[src/rtl/ifu_fetch_ctrl.sv]
// Fetch sequencer for the IFU: drives PC/IR load enables and PC source selects,
// and runs the request/response handshake with instruction memory.
module ifu_fetch_ctrl #(
  parameter int BOOT_DELAY     = 4,
  parameter int TIMEOUT_CYCLES = 64
) (
  input  logic       ifc_clock_in,
  input  logic       ifc_reset_in,
  output logic       imem_req_out,
  input  logic       imem_ack_in,
  input  logic       imem_rvalid_in,
  input  logic       dec_ready_in,
  input  logic       jump_req_in,
  input  logic       branch_req_in,
  output logic       pc_set_out,
  output logic       ir_set_out,
  output logic       pc_mux_sel_out,
  output logic       pc_branch_sel_out,
  output logic       ir_valid_out,
  output logic       fetch_fault_out,
  output logic [2:0] state_out
);

  typedef enum logic [2:0] {
    ST_BOOT  = 3'd0,
    ST_FETCH = 3'd1,
    ST_WAIT  = 3'd2,
    ST_HOLD  = 3'd3,
    ST_FAULT = 3'd4
  } state_t;

  localparam int BW = (BOOT_DELAY > 1) ? $clog2(BOOT_DELAY) : 1;
  localparam int TW = (TIMEOUT_CYCLES > 1) ? $clog2(TIMEOUT_CYCLES) : 1;
  localparam logic [BW-1:0] BOOT_LAST = BW'((BOOT_DELAY > 0) ? BOOT_DELAY - 1 : 0);
  localparam logic [TW-1:0] TMO_LAST  = TW'((TIMEOUT_CYCLES > 0) ? TIMEOUT_CYCLES - 1 : 0);
  localparam logic BOOT_SKIP = (BOOT_DELAY == 0) ? 1'b1 : 1'b0;
  localparam logic TMO_EN    = (TIMEOUT_CYCLES > 0) ? 1'b1 : 1'b0;

  state_t        state_r, state_nxt_s;
  logic [BW-1:0] boot_cnt_r, boot_cnt_nxt_s;
  logic [TW-1:0] tmo_cnt_r, tmo_cnt_nxt_s;
  logic          discard_r, discard_nxt_s;
  logic          redirect_s;
  logic          pc_set_s;
  logic          ir_set_s;
  logic          pc_mux_sel_s;
  logic          pc_branch_sel_s;

  assign redirect_s = jump_req_in | branch_req_in;

  // State and counter registers
  always_ff @(posedge ifc_clock_in or negedge ifc_reset_in) begin
    if (!ifc_reset_in) begin
      state_r    <= ST_BOOT;
      boot_cnt_r <= '0;
      tmo_cnt_r  <= '0;
      discard_r  <= 1'b0;
    end else begin
      state_r    <= state_nxt_s;
      boot_cnt_r <= boot_cnt_nxt_s;
      tmo_cnt_r  <= tmo_cnt_nxt_s;
      discard_r  <= discard_nxt_s;
    end
  end

  // Next-state logic and Mealy load pulses
  always_comb begin
    state_nxt_s    = state_r;
    boot_cnt_nxt_s = boot_cnt_r;
    tmo_cnt_nxt_s  = tmo_cnt_r;
    discard_nxt_s  = discard_r;
    pc_set_s       = 1'b0;
    ir_set_s       = 1'b0;
    case (state_r)
      ST_BOOT: begin
        if (BOOT_SKIP || (boot_cnt_r == BOOT_LAST)) begin
          state_nxt_s    = ST_FETCH;
          boot_cnt_nxt_s = '0;
        end else begin
          boot_cnt_nxt_s = boot_cnt_r + {{(BW-1){1'b0}}, 1'b1};
        end
      end
      ST_FETCH: begin
        pc_set_s = redirect_s;
        if (imem_ack_in) begin
          // A redirect accepted alongside the ack leaves a stale response in flight
          state_nxt_s   = ST_WAIT;
          tmo_cnt_nxt_s = '0;
          discard_nxt_s = redirect_s;
        end else begin
          state_nxt_s = ST_FETCH;
        end
      end
      ST_WAIT: begin
        if (!imem_rvalid_in) begin
          tmo_cnt_nxt_s = tmo_cnt_r + {{(TW-1){1'b0}}, 1'b1};
          if (TMO_EN && (tmo_cnt_r == TMO_LAST)) begin
            state_nxt_s = ST_FAULT;
          end else if (redirect_s) begin
            pc_set_s      = 1'b1;
            discard_nxt_s = 1'b1;
          end else begin
            state_nxt_s = ST_WAIT;
          end
        end else if (redirect_s) begin
          pc_set_s      = 1'b1;
          discard_nxt_s = 1'b0;
          state_nxt_s   = ST_FETCH;
        end else if (discard_r) begin
          discard_nxt_s = 1'b0;
          state_nxt_s   = ST_FETCH;
        end else begin
          ir_set_s    = 1'b1;
          state_nxt_s = ST_HOLD;
        end
      end
      ST_HOLD: begin
        if (redirect_s || dec_ready_in) begin
          pc_set_s    = 1'b1;
          state_nxt_s = ST_FETCH;
        end else begin
          state_nxt_s = ST_HOLD;
        end
      end
      ST_FAULT: begin
        state_nxt_s = ST_FAULT;
      end
      default: begin
        state_nxt_s = ST_FAULT;
      end
    endcase
  end

  // PC source selects, only meaningful while the PC is being loaded
  always_comb begin
    pc_branch_sel_s = 1'b0;
    pc_mux_sel_s    = 1'b0;
    if (pc_set_s) begin
      pc_branch_sel_s = branch_req_in;
      pc_mux_sel_s    = jump_req_in & ~branch_req_in;
    end else begin
      pc_branch_sel_s = 1'b0;
      pc_mux_sel_s    = 1'b0;
    end
  end

  assign imem_req_out      = (state_r == ST_FETCH);
  assign ir_valid_out      = (state_r == ST_HOLD);
  assign fetch_fault_out   = (state_r == ST_FAULT);
  assign state_out         = state_r;
  assign pc_set_out        = pc_set_s;
  assign ir_set_out        = ir_set_s;
  assign pc_mux_sel_out    = pc_mux_sel_s;
  assign pc_branch_sel_out = pc_branch_sel_s;

endmodule

[config.mk]
export PLATFORM = sky130hd
export DESIGN_NAME = ifu_fetch_ctrl
export DESIGN_NICKNAME = d
export VERILOG_FILES = /design/src/rtl/ifu_fetch_ctrl.sv
export SDC_FILE = /design/constraint.sdc
export NUM_CORES = 1
export LEC_CHECK = 0
export CORE_MARGIN = 4
export CORE_UTILIZATION = 30
export CTS_CLUSTER_SIZE = 30
export DETAILED_ROUTE_END_ITERATION = 8
export SLEW_MARGIN = 15
export SYNTH_ARGS = -nofsm -noshare
export SYNTH_HDL_FRONTEND = slang
export SYNTH_SLANG_ARGS = --single-unit
[constraint.sdc]
create_clock -name ifc_clock_in -period 5.3 [get_ports ifc_clock_in]
set_input_delay 1.59 -clock ifc_clock_in [delete_from_list [all_inputs] [get_ports ifc_clock_in]]
set_output_delay 1.59 -clock ifc_clock_in [all_outputs]
set_load 0.01 [all_outputs]
# After elaboration in Yosys (flattened, before gate mapping)
# Index checks and enable logic that the tools add are counted.
# Widths: inputs -> output; s select.
[classes] eq_ne=12 mux=29 bitwise_logic=3 addsub=2 reduce_logical=6
[ops] op="$mux 1" count=14
[ops] op="$mux 3" count=4
[ops] op="$mux 6" count=2
[ops] op="$pmux 3 s4" count=1
[ops] op="$pmux 6 s2" count=1
[ops] op="$mux 2" count=5
[ops] op="$add 6x1->6 const B" count=1
[ops] op="$eq 3x2->1 const B" count=2
[ops] op="$eq 6x6->1 const B" count=1
[ops] op="$ne 3x3->1 const B" count=2
[ops] op="$ne 2x2->1 const B" count=2
[ops] op="$ne 4x4->1 const B" count=1
[ops] op="$reduce_and 4->1" count=1
[ops] op="$eq 3x1->1 const B" count=1
[ops] op="$eq 3x3->1 const B" count=1
[ops] op="$logic_not 3->1" count=1
[ops] op="$pmux 1 s3" count=1
[ops] op="$reduce_and 3->1" count=1
[ops] op="$add 2x1->2 const B" count=1
[ops] op="$eq 2x2->1 const B" count=1
[ops] op="$ne 2x1->1 const B" count=1
[ops] op="$pmux 1 s2" count=1
[ops] op="$reduce_and 2->1" count=1
[ops] op="$reduce_bool 2->1" count=1
[ops] op="other kinds (4)" count=4
[word_totals] input_bits=7 out_inout_bits=10 elab_cells=56 reg_bits=12

# Logic depth before layout (Yosys ltp)
[logic_depth] ltp_word=6 depth_mapped=5 mapped_depth_nobuf=5

# Least setup slack after synthesis
# No wires, ideal clock.
[synth_path] path_kind="input to output" start="input port branch_req_in" end="output port pc_mux_sel_out" t_required_ns=3.710 cell_stages=4 slack_ns=1.299 arrival_ns=2.411 path_buffers=0 path_cell_list="or2_2 o21ai_0 a21oi_1 and3b_1"
[synth_between] elab_chain_len=6 elab_cells_between_ends=10 cone_classes="mux (6); bitwise (3); reduce/logical (1)"
[synth_rtl] item="from (decl)" line="14" rtl="input logic branch_req_in,"
[synth_rtl] item="$or 1x1->1 *" line="49" rtl="assign redirect_s = jump_req_in | branch_req_in;"
[synth_rtl] item="$mux 1" line="99, 105"
[synth_rtl] item="$mux 1" line="97" rtl="if (TMO_EN && (tmo_cnt_r == TMO_LAST)) begin"
[synth_rtl] item="$mux 1" line="95" rtl="if (!imem_rvalid_in) begin"
[synth_rtl] item="$pmux 1 s3 *" line="74" rtl="case (state_r)"
[synth_rtl] item="net pc_set_out" line="15" rtl="output logic pc_set_out,"
[synth_rtl] item="$mux 1 *" line="138" rtl="if (pc_set_s) begin"
[synth_rtl] item="to (decl)" line="17" rtl="output logic pc_mux_sel_out,"
# Mark *: on every way through the listed nets, which the timed path passes. The rest lies on a longest branch.

# Final worst setup path
[layout_path] start="input port branch_req_in" end="output port pc_mux_sel_out"
[layout_between] elab_chain_len=6 elab_cells_between_ends=10 cone_classes="mux (6); bitwise (3); reduce/logical (1)"
[layout_rtl] item="$or 1x1->1" line="49"
[layout_rtl] item="$mux 1" line="99, 105"
[layout_rtl] item="$mux 1" line="97"
[layout_rtl] item="$mux 1" line="95"
[layout_rtl] item="$pmux 1 s3" line="74"
[layout_rtl] item="$mux 1 *" line="138"
# Mark *: on every way between the ends. The rest lies on a longest branch, timed or not.

==> impl_summary.md <==
Routing
In the routed layout, each cell is associated on average with a via count of 5.14. Before antenna repair, the detailed router went through 4 iterations. Dividing the detail-routed wire length by the instance count gives 13.0 um. The detailed router placed 642 vias in this run. The DRC violation total after the first TritonRoute iteration is 16. Summed over all layers, the routed wires come to 1.63 mm. Once detail routing completed, the nets flagged for antenna violations numbered 0. After detailed routing, the number of remaining DRC violations is 0.

Final layout
0 antenna diodes ended up in the layout. The total area of sequential cells is 300 um2. The total number of nets in the final design is 108. The area growth from synthesis to layout is 28.1%. The library cells used most frequently in the layout, excluding fill and tap cells, are sky130_fd_sc_hd__clkdlybuf4s50_1 (16), sky130_fd_sc_hd__dfrtp_1 (12), sky130_fd_sc_hd__nor2_1 (10). Counting the fill cells in the layout gives 241. The final standard cell count with taps included and fillers excluded is 125. The utilization after layout is 0.415. The fraction of final layout cells with drive strength greater than 1 is 0.0825.

Leaving out fill and tap cells, the most frequent cell in the layout is sky130_fd_sc_hd__clkdlybuf4s50_1. Summing all multi-input logic gate instances after layout gives 407 um2.

Yosys
After synthesis, the netlist uses 31 different library cells. The share of the synthesized area in the top cell type is 0.411. Of all cell types, the one taking the most synthesized area is sky130_fd_sc_hd__dfrtp_1. Counting every net in the synthesized netlist gives 90.

In the post-synthesis netlist, the biggest area contributors are sky130_fd_sc_hd__dfrtp_1 (41%), sky130_fd_sc_hd__nor2_1 (5.1%), sky130_fd_sc_hd__xnor2_1 (3.6%). The share of the yosys chip area belonging to registers is 0.411. In this run, synthesis produced a sequential element count of 12. The total standard cell area after synthesis is 731 um2.

The synthesized instance count is 81. The total number of yosys warnings is 0. Dividing the synthesized area by the synthesized cell count gives 9.02 um2.

Clocking
The clock latency reported for the late side of the worst-skew pair is 0.26 ns. The total of cells resized after clock tree synthesis is 0. The root buffer cell chosen for the clock tree is sky130_fd_sc_hd__clkbuf_4. CTS built an H-tree with a depth of 1. The clock drives 12 sinks. Once the clock tree was built, the setup fixing pass inserted 0 buffers. Buffers inserted during clock tree synthesis total 3.

TritonCTS built the clock tree. The worst-case clock buffer depth is 2. The register clock-pin slew on the reported worst setup and hold paths is 0.07 ns.

Hold repair after CTS inserted 0 buffers.

Worst setup path
STA puts the critical path data required time at 3.71 ns. The nature of the critical path endpoint is an output port. The depth of the worst register-to-register path is 4. The worst setup path is launched from an input port. The arrival time of data at the critical path endpoint is 3.30 ns. In this run the critical register-to-register path is captured at tmo_cnt_r[5]$_DFFE_PN0P_. In this run the worst path has a maximum fanout of 4.

The flop-to-flop setup slack is 3.35 ns. In this run the critical register-to-register path is launched from state_out[1]$_DFFE_PN0P_. The class of the most critical setup path is input port to output port.

STA
For this run, the top clock speed supported by timing is 205 MHz. The final count of pins violating max slew is 0. Summed over all failing endpoints, the final setup total negative slack is 0 ns. The clock arrives with 0.00148 ns of skew. In this run the tightest slew margin relative to its limit is 0.637.

Once routing completed, OpenROAD measured the worst setup slack at 0.413 ns. For the finished layout, the period the worst path requires is 4.89 ns. The fraction of the cycle the final worst path needs is 0.922.

The final setup violation count is 0. The actual transition at the worst max-transition pin is 0.543 ns. The number of hold-slack violations in the final timing report came to 0. Setup repair after global routing left no endpoint under its margin.

Min path
The launch instance of the worst min-delay path is discard_r$_DFFE_PN0P_. The class of the tightest hold or removal check is flip-flop to flip-flop. For hold timing, the worst endpoint is discard_r$_DFFE_PN0P_.

The hold path depth is 1.

Power
VDD sags by at most 0.318 mV. Power spread over the standard cell area amounts to 430 nW/um2. The leakage power summed over all cells is 0.392 nW.

In this run the power spent charging and discharging nets is 150 uW. Of the total power, the share spent switching nets is 0.373. The share of total power dissipated in the clock network is 0.135.

Summing internal, switching and leakage power gives 402 uW. The internal power summed over all cells is 252 uW. The combinational share of power is 0.474.

The power share of the sequential group is 0.390.

Floorplan
The floorplan step defined a core boundary enclosing 2250 um2. The die span in x is 57.4 um. The total die area is 3290 um2. 17 I/O pins were placed. In this run the core area contains 17 standard-cell rows. The overall die height is 57.4 um. The initial utilization of the core area, before any placement, comes to 0.324.

GRT
The first global-routing pass estimated 2.71 mm of wire. The overflow left after global routing is 0. The total routing resource utilization after global routing is 0.107. The initial antenna violation count is 0. The via count of the first global-routing pass came to 600. Entering global routing, the biggest net connects 16 pins.

Placement
The pre-CTS worst setup slack is 0.395 ns. Input and output buffers added on the ports amount to 16. The final weighted congestion of routability-driven global placement is 0.795.

The wire-length estimate of the detail-placed layout is 1.21 mm. Including well taps, the total number of placed cells is 122.

Flow run
Across the run, the number of max-cap violations was 0.

Status
The run finished with clean final reports.
==> sequential cells by signal, summed over array words and instances (netlist names) <==
register,flops
discard_r,1
state_out,3
boot_cnt_r,2
tmo_cnt_r,6
==> per-stage QoR <==
stage               hold WS (ns)  area, um2
finish                     0.488        936
global route               0.513        936
CTS                        0.491        936
detailed placement         0.475        913
global placement           0.470        913
floorplan                  0.450        731
==> cell usage after synthesis (all sizes together) <==
cell and instances:
dfrtp 12, nor2 10, nand2 5, nand3 4, nor3 4, a211oi 3, a21o 3, a21oi 3
and2 3, inv 3, o21ai 3, xnor2 3, clkbuf 2, ha 2, mux2 2, nand2b 2
or2 2, or4 2, a221o 1, a221oi 1, a22o 1, and3b 1, buf 1, nand3b 1
nor3b 1, nor4bb 1, o311ai 1, o31ai 1, or2b 1, or3 1, or3b 1
==> critical path, cell delays in order <==
cell	delay, ns
sky130_fd_sc_hd__clkdlybuf4s50_1	0.44
sky130_fd_sc_hd__or2_2	0.32
sky130_fd_sc_hd__o21ai_0	0.16
sky130_fd_sc_hd__a21oi_1	0.11
sky130_fd_sc_hd__and3b_1	0.20
sky130_fd_sc_hd__clkdlybuf4s50_1	0.47
==> final cells by class <==
cell class              count  share of cell area
multi-input cells          63               0.434
flip-flops and latches     12               0.321
repair buffers             16               0.171
well taps                  28              0.0374
clock buffers               3              0.0241
inverters                   3              0.0120
==> cell families after synthesis <==
family | synth area share
and+or+nand+nor | 0.293
AOI/OAI and AO/OA | 0.163
DFF | 0.411
buffers and inverters | 0.0325
xor gates and xnor gates | 0.0360
muxes | 0.0308
adders and majority gates | 0.0342
==> worst max path at each step <==
stage	end	startpoint	depth (start not counted)	slack [ns]
floorplan	pc_mux_sel_out	branch_req_in	4	1.30
global placement	pc_mux_sel_out	branch_req_in	6	0.44
detailed placement	pc_mux_sel_out	branch_req_in	6	0.39
CTS	pc_mux_sel_out	branch_req_in	6	0.39
global route	pc_mux_sel_out	branch_req_in	6	0.29
finish	pc_mux_sel_out	branch_req_in	6	0.41
==> power groups by stage <==
stage	Combinational, mW	Clock (mW)	Sequential, mW
2_1_floorplan	0.133	0	0.141
3_3_place_gp	0.188	0	0.159
3_5_place_dp	0.193	0	0.159
4_1_cts	0.195	0.0573	0.157
5_1_grt	0.214	0.0609	0.164
6_report	0.191	0.0544	0.157
==> per-layer routing <==
layer | vias to the layer above | global-route usage | share of wire
met1 | 300 | 0.139 | 0.49
met5 | - | 0 | 0
li1 | 325 | - | -
met4 | 0 | 0.0596 | 0.011
met3 | 2 | 0.0294 | 0.046
met2 | 15 | 0.160 | 0.46
Power figures use the tool's default switching activity.
